[config.mk]
export PLATFORM = sky130hd
export DESIGN_NAME = string_hw_sequencer
export DESIGN_NICKNAME = d
export VERILOG_FILES = /design/src/rtl/string_hw_pkg.sv /design/src/rtl/string_hw_sequencer.sv
export SDC_FILE = /design/constraint.sdc
export NUM_CORES = 1
export LEC_CHECK = 0
export ABC_CLOCK_PERIOD_IN_PS = 2200
export CAP_MARGIN = 10
export CORE_MARGIN = 3
export CORE_UTILIZATION = 40
export CTS_BUF_LIST = sky130_fd_sc_hd__clkbuf_4 sky130_fd_sc_hd__clkbuf_8
export DETAILED_ROUTE_END_ITERATION = 8
export PLACE_DENSITY = 0.79
export SKIP_CTS_REPAIR_TIMING = 1
export SLEW_MARGIN = 10
export SYNTH_ARGS = -nofsm -noshare
export SYNTH_HDL_FRONTEND = slang
export SYNTH_SLANG_ARGS = --single-unit
[constraint.sdc]
create_clock -name clk -period 2.2 [get_ports clk]
set_input_delay 0.33 -clock clk [delete_from_list [all_inputs] [get_ports clk]]
set_output_delay 0.33 -clock clk [all_outputs]
set_load 0.005 [all_outputs]
[src/rtl/string_hw_pkg.sv]
// Shared definitions for the string hardware engine: sequencer states,
// sizing constants, control-register layout and the word-count helper.
package string_hw_pkg;

    localparam int MAX_WORDS = 8;
    localparam int IDX_W     = 4;
    localparam int LEN_W     = 8;

    // Control-register bit positions as seen by software on the Avalon side
    localparam int CTRL_START_BIT       = 0;
    localparam int CTRL_ABORT_BIT       = 1;
    localparam int CTRL_DONE_BIT        = 2;
    localparam int CTRL_TIMEOUT_ERR_BIT = 3;
    localparam int CTRL_LEN_LSB         = 8;
    localparam int CTRL_LEN_MSB         = CTRL_LEN_LSB + LEN_W - 1;

    typedef enum logic [1:0] {
        IDLE  = 2'd0,
        FETCH = 2'd1,
        ISSUE = 2'd2,
        WAIT  = 2'd3
    } seq_state_t;

    // Number of 32-bit words covering len characters, clamped to max_words.
    // The +3 is done one bit wider so a full-scale length cannot wrap.
    function automatic logic [LEN_W:0] words_for_len(input logic [LEN_W-1:0] len,
                                                     input logic [LEN_W:0]   max_words);
        logic [LEN_W:0] words;
        words = ({1'b0, len} + (LEN_W+1)'(3)) >> 2'd2;
        if (words > max_words) begin
            words = max_words;
        end else begin
            words = words;
        end
        return words;
    endfunction

endpackage

[src/rtl/string_hw_sequencer.sv]
// Word-level sequencer: walks the StringA/StringB word registers, hands one
// word pair at a time to the String_HW engine and stops on the first non-zero
// engine result, after the last word covered by length, or on engine timeout.
module string_hw_sequencer #(
    parameter int MAX_WORDS = 8,
    parameter int IDX_W     = 4,
    parameter int LEN_W     = 8,
    parameter int TIMEOUT   = 255
) (
    input  logic             clk,
    input  logic             reset_n,
    input  logic             start,
    input  logic             abort,
    input  logic [LEN_W-1:0] length,
    output logic             busy,
    output logic             done,
    output logic             timeout_err,
    output logic [31:0]      result_out,
    output logic [IDX_W-1:0] stop_index,
    output logic [IDX_W-1:0] word_addr,
    input  logic [31:0]      a_word,
    input  logic [31:0]      b_word,
    output logic             eng_go,
    output logic [IDX_W-1:0] eng_index,
    output logic [LEN_W-1:0] eng_length,
    output logic [31:0]      eng_A,
    output logic [31:0]      eng_B,
    input  logic             eng_done,
    input  logic [31:0]      eng_result
);
    import string_hw_pkg::*;

    localparam int CNT_W = $clog2(TIMEOUT + 1);

    seq_state_t       state_r;
    logic [IDX_W-1:0] idx_r;
    logic [IDX_W-1:0] last_idx_r;
    logic [LEN_W-1:0] len_r;
    logic [CNT_W-1:0] cnt_r;
    logic             busy_r;
    logic             done_r;
    logic             timeout_err_r;
    logic             eng_go_r;
    logic [31:0]      result_r;
    logic [IDX_W-1:0] stop_r;
    logic [31:0]      eng_a_r;
    logic [31:0]      eng_b_r;

    logic [LEN_W:0]   nwords_s;
    logic [IDX_W-1:0] start_last_idx_s;
    logic             last_word_s;
    logic             timeout_hit_s;

    // Word count for the length offered with start, plus per-cycle stop tests
    always_comb begin
        nwords_s         = words_for_len(length, (LEN_W+1)'(MAX_WORDS));
        start_last_idx_s = IDX_W'(nwords_s - (LEN_W+1)'(1));
        last_word_s      = (idx_r == last_idx_r);
        timeout_hit_s    = (cnt_r == CNT_W'(TIMEOUT - 1));
    end

    // Sequencer FSM with all outputs registered; abort overrides any transition
    always_ff @(posedge clk or negedge reset_n) begin
        if (!reset_n) begin
            state_r       <= IDLE;
            idx_r         <= {IDX_W{1'b0}};
            last_idx_r    <= {IDX_W{1'b0}};
            len_r         <= {LEN_W{1'b0}};
            cnt_r         <= {CNT_W{1'b0}};
            busy_r        <= 1'b0;
            done_r        <= 1'b0;
            timeout_err_r <= 1'b0;
            eng_go_r      <= 1'b0;
            result_r      <= 32'd0;
            stop_r        <= {IDX_W{1'b0}};
            eng_a_r       <= 32'd0;
            eng_b_r       <= 32'd0;
        end else if (abort && (state_r != IDLE)) begin
            // done was cleared when this run started and stays clear
            state_r  <= IDLE;
            busy_r   <= 1'b0;
            eng_go_r <= 1'b0;
        end else begin
            case (state_r)
                IDLE: begin
                    if (start) begin
                        len_r         <= length;
                        last_idx_r    <= start_last_idx_s;
                        idx_r         <= {IDX_W{1'b0}};
                        timeout_err_r <= 1'b0;
                        result_r      <= 32'd0;
                        stop_r        <= {IDX_W{1'b0}};
                        // An empty string completes immediately without the engine
                        done_r        <= (nwords_s == {(LEN_W+1){1'b0}});
                        if (nwords_s != {(LEN_W+1){1'b0}}) begin
                            state_r <= FETCH;
                            busy_r  <= 1'b1;
                        end else begin
                            state_r <= IDLE;
                        end
                    end else begin
                        state_r <= IDLE;
                    end
                end
                FETCH: begin
                    // Read data is combinational for word_addr == idx
                    eng_a_r  <= a_word;
                    eng_b_r  <= b_word;
                    eng_go_r <= 1'b1;
                    state_r  <= ISSUE;
                end
                ISSUE: begin
                    cnt_r   <= {CNT_W{1'b0}};
                    state_r <= WAIT;
                end
                WAIT: begin
                    if (eng_done) begin
                        result_r <= eng_result;
                        stop_r   <= idx_r;
                        eng_go_r <= 1'b0;
                        if ((eng_result != 32'd0) || last_word_s) begin
                            done_r  <= 1'b1;
                            busy_r  <= 1'b0;
                            state_r <= IDLE;
                        end else begin
                            idx_r   <= idx_r + IDX_W'(1);
                            state_r <= FETCH;
                        end
                    end else if (timeout_hit_s) begin
                        timeout_err_r <= 1'b1;
                        done_r        <= 1'b1;
                        busy_r        <= 1'b0;
                        eng_go_r      <= 1'b0;
                        state_r       <= IDLE;
                    end else begin
                        cnt_r <= cnt_r + CNT_W'(1);
                    end
                end
                default: begin
                    state_r  <= IDLE;
                    busy_r   <= 1'b0;
                    eng_go_r <= 1'b0;
                end
            endcase
        end
    end

    assign busy        = busy_r;
    assign done        = done_r;
    assign timeout_err = timeout_err_r;
    assign result_out  = result_r;
    assign stop_index  = stop_r;
    assign word_addr   = idx_r;
    assign eng_go      = eng_go_r;
    assign eng_index   = idx_r;
    assign eng_length  = len_r;
    assign eng_A       = eng_a_r;
    assign eng_B       = eng_b_r;

endmodule

# == Word-level counts from Yosys, hierarchy flattened ==
# Index checks and enable logic that the tools add are counted.
# word_totals
register_bits,130
in_bits,109
out_inout_bits,120
word_cells,94
# classes
n_addsub,4
magnitude_cmp,1
n_eq_ne,17
muxes,38
bitwise,1
reduce_logical,20
# ops
operator,count
$mux W32,2
$pmux W32 S2,1
$reduce_bool A32 Y1,1
$reduce_and A5 Y1,4
$mux W1,16
$mux W4,4
$mux W8,2
$pmux W4 S2,2
$pmux W8 S2,1
$ne A2 B2 Y1 const B,6
$ne A3 B3 Y1 const B,4
$add A8 B2 Y9 const B,1
$logic_not A9 Y1,1
$reduce_bool A9 Y1,1
$add A8 B1 Y8 const B,1
$eq A8 B8 Y1 const B,1
$mux W2,4
$ne A4 B4 Y1 const B,2
$pmux W1 S2,4
$pmux W2 S4,1
$reduce_and A4 Y1,2
$gt A7 B4 Y1 const B,1
$mux W7,1
$reduce_bool A2 Y1,3
12 further kinds,15

# == Logic depth before layout (Yosys ltp) ==
# depth
word_depth,8
ltp_mapped,10
ltp_nobuf,8

# == Least setup slack after synthesis ==
# OpenSTA, ideal clock, no wires.
# synth_timing
path_type,register -> register
startpoint,reg state_r[1]
endpoint,reg idx_r[3] (netlist: eng_index[3])
setup_ns,0.087
arrival_time_ns,1.974
t_required_ns,2.113
setup_slack_ns,0.139
stages_incl_launch_ff,11
n_path_buf,3
period_less_slack_ns,2.061
path_cell_list,dfrtp_1 -> inv_1 -> ha_1 -> buf_2 -> nor2b_1 -> or4_4 -> buf_6 -> buf_6 -> nor4b_2 -> nand3_1 -> o211ai_1
# synth_between
elab_chain_len,4
word_cells_on_any_way,11
classes_between,4 x eq/ne; 1 x mux; 1 x bitwise; 5 x reduce/logical
# synth_rtl
item,line_no,text
from (decl),string_hw_sequencer.sv:35,seq_state_t state_r;
from (signal assigned),string_hw_sequencer.sv:65,state_r <= IDLE;
from (signal assigned),string_hw_sequencer.sv:80,state_r <= IDLE;
from (signal assigned),string_hw_sequencer.sv:96,state_r <= FETCH;
"parallel branches: the longest is 4 deep, another holds $reduce_and A5 Y1",-,
to (signal assigned),string_hw_sequencer.sv:66,idx_r <= {IDX_W{1'b0}};
to (signal assigned),string_hw_sequencer.sv:89,idx_r <= {IDX_W{1'b0}};
to (signal assigned),string_hw_sequencer.sv:126,idx_r <= idx_r + IDX_W'(1);
to (decl),string_hw_sequencer.sv:36,logic [IDX_W-1:0] idx_r;
# Parallel ways; which one is timed is not known.
# A chain may end at the register's enable or synchronous reset.

# == Worst setup path in the final report ==
# layout_timing
startpoint,reg state_r[0]
endpoint,reg result_r[3] (netlist: result_out[3])
# layout_between
elab_chain_len,4
word_cells_on_any_way,10
classes_between,3 x eq/ne; 1 x mux; 1 x bitwise; 5 x reduce/logical
# layout_rtl
item,line_no,text
"parallel branches: the longest is 4 deep, another holds $reduce_and A4 Y1",-,
to (signal assigned),string_hw_sequencer.sv:118,result_r <= eng_result;
to (decl),string_hw_sequencer.sv:44,logic [31:0] result_r;
# Parallel ways; which one is timed is not known.

==> key figures <==
Job
  – Max cap viols: 0

Hold path
  – Hold Crit Class: in -> async

Routing
  – DR vias: about 4300
  – Pre-antenna DRT Iters: 5
  – Wire length per cell: 17.2 µm
  – Antenna-violating nets left: 0
  – Drc violations: 0
  – DRT iter0 DRCs: roughly 250
  – Via/cell ratio: between 5 and 6
  – Final WL: approximately 15000 µm

STA
  – Fmax: just under 500 MHz
  – Pins Over Slew Limit: 0
  – Slew headroom: 63.3%
  – Final setup viols: 0
  – Measured slew at the worst slew-check pin: 550 ps
  – Crit share post-route: between 90% and 100%
  – Fin. Hold Viols: 0
  – Worst Setup Slack, final: around 140 ps
  – RSZ-0062 raised after global routing: no
  – Final min period: approximately 2000 ps
  – Max Clock Skew: 8.56 ps

Logic synthesis
  – Post-synthesis mux area share: 15.1%
  – Adder-cell share of the synthesized area: 1.84%
  – Synth Area in Compound Gates: between 10% and 20%
  – Asr flop ratio synth: 100%
  – Mapped Area: approximately 5400 µm²
  – Top FF cell, synth: dfrtp_1
  – Synth top area share: between 50 and 60%
  – EDFF count, synth: 0
  – Mean Syn Cell Area: approximately 13 µm²
  – Syn Nets: ~530
  – Syn Inst Count: approximately 400
  – Post-Synth Simple-Gate Area: ~8.7%
  – Ys Warns: 0
  – Ranking of synthesized cells by area: dfrtp_1 60%, mux2_2 15%, a22o_1 5.8%
  – Xor/xnor share of the synthesized area: under 10%
  – Yosys reg bits: 130
  – Sequential element share of the synthesized area: 59.8%
  – Largest family of logic cells by synthesized area: multiplexers
  – Post-synthesis cell type count: 41
  – Area leader, netlist: dfrtp_1

Power
  – Max IR drop VDD: approximately 0.60 mV
  – Pwr Density: approximately 1200 nW/µm²
  – Static leakage: 3.58 nW

Placement
  – Port bufs: 228
  – Placed Instances: 811
  – Placer Congestion: ~0.84
  – Place WS: -101 ps
  – DP HPWL: between 10000 and 15000 µm

Floorplan
  – DIE AREA: roughly 15000 µm²
  – Std-Cell Rows: 41
  – Core box area: roughly 13000 µm²
  – Die width: 123 µm
  – Initial Utilization: a little over two fifths
  – Die Y: between 100 and 150 µm
  – Ports: about 230

Layout
  – Layout fillers: approximately 970
  – Fin util: between 60% and 70%
  – Commonest cells after routing, fill and taps aside: 227 x clkdlybuf4s50_1, 130 x dfrtp_1, 73 x mux2_2
  – Nets: slightly below 800
  – Final std cells w/o fill: 845
  – Diodes inserted: 0
  – Most common cell after layout, fill and taps aside: clkdlybuf4s50_1
  – Synth-to-layout area growth: 55.9%
  – Layout cells sized above 1: roughly 20%

Setup path
  – CP Class: reg -> reg
  – Startpoint class of the critical path: flip-flop
  – Crit. End Element: flip-flop
  – Crit path DAT: ~2400 ps
  – Critical Path RT: 2520 ps
  – CP max FO: 26

Global route
  – First-pass GRT wire length: 22400 µm
  – Gr ovfl total: 0
  – Largest net degree at the start of global routing: 65
  – Vias in the first global route: 4442
  – Initial antenna violation count: 0
  – GR Util All Layers: a little under a fifth

Clock network
  – Clock sink count: 130
  – Clock tree root buffer cell: clkbuf_8
  – CTS tree: done
  – H-tree depth: 4
  – Maximum buffer depth of the clock tree: 2
  – Clock transition at path regs: around 80 ps
  – Worst-Skew Late Latency: 440 ps
  – Num CTS Buffers: 17

Run status
  – Status: complete, no violations
==> stage by stage <==
step / setup TNS, ps / instance area, µm² / total power (W) / hold WS (ps)
after detailed placement: -2510 / 8030 / 0.00782 / 235
after global routing: 0 / 8480 / 0.0105 / 324
final: 0 / 8480 / 0.00990 / 317
after global placement: -1550 / 8030 / 0.00767 / 238
after CTS: 0 / 8450 / 0.00998 / -247
after floorplan: 0 / 5440 / 0.00543 / 34.4
==> synth_stat cells (all sizes together) (2+ instances only) <==
cell type  instances
dfrtp            130
mux2              73
a22o              36
nand2             27
buf               17
o21ai             13
nor4              11
nand3             10
nor2              10
nand4              9
ha                 8
clkbuf             7
inv                7
o211ai             7
xnor2              6
nor2b              5
or4                5
a21oi              4
a31oi              3
or3                3
nand2b             2
nor3               2
nor3b              2
==> path summary, 6_finish.rpt <==
path                       cells past startpoint        from  slack [ps]       endpoint
max in group asynchronous                      3     reset_n        1270  result_out[3]
setup reg to reg                               6  state_r[0]         140  result_out[3]
hold / removal                                 2     reset_n         320  eng_length[4]
min in group clk                               2   b_word[7]         500       eng_B[7]
hold reg to reg                                1   eng_A[16]         500      eng_A[16]
setup / recovery                               6  state_r[0]         140  result_out[3]
==> where the power goes <==
part	total (W)	switching [W]	internal, W
Sequential	0.00367	0.000438	0.00323
Clock	0.00214	0.000938	0.00120
Combinational	0.00409	0.00150	0.00259
==> cell families after synthesis <==
logic type	count (synthesis)
adders and majority gates	8
DFF	130
muxes	73
xor gates and xnor gates	7
AOI/OAI and AO/OA	74
buffers and inverters	31
and+or+nand+nor	88
==> cell type report <==
cell class              instances  area [µm²]  share of cell area (%)
flip-flops and latches        130        3250                    38.3
multi-input cells             251        2040                    24.1
inverters                       7        26.3                   0.310
repair buffers                253        2520                    29.7
well taps                     172         215                    2.54
clock buffers                  20         269                    3.17
clock inverters                12         156                    1.84
==> registers in the layout (all words and copies together), names as in the netlist <==
register / cells
eng_B: 32
state_r: 2
last_idx_r: 4
busy: 1
eng_length: 8
stop_index: 4
eng_A: 32
result_out: 32
done: 1
eng_go: 1
timeout_err: 1
cnt_r: 8
eng_index: 4
==> critical path, cell delays in order, from the launching register on <==
cell	delay, ps
dfrtp_1	380
buf_4	150
ha_1	200
nor2b_2	180
or4_4	570
buf_12	200
a22o_1	240
==> routing by layer <==
layer,global-route usage (%),wire length (µm)
met3,6.27,1320
met5,0,0
met2,31.7,7220
met4,6.79,226
met1,23.2,5810
(Power assumes the default switching activity.)
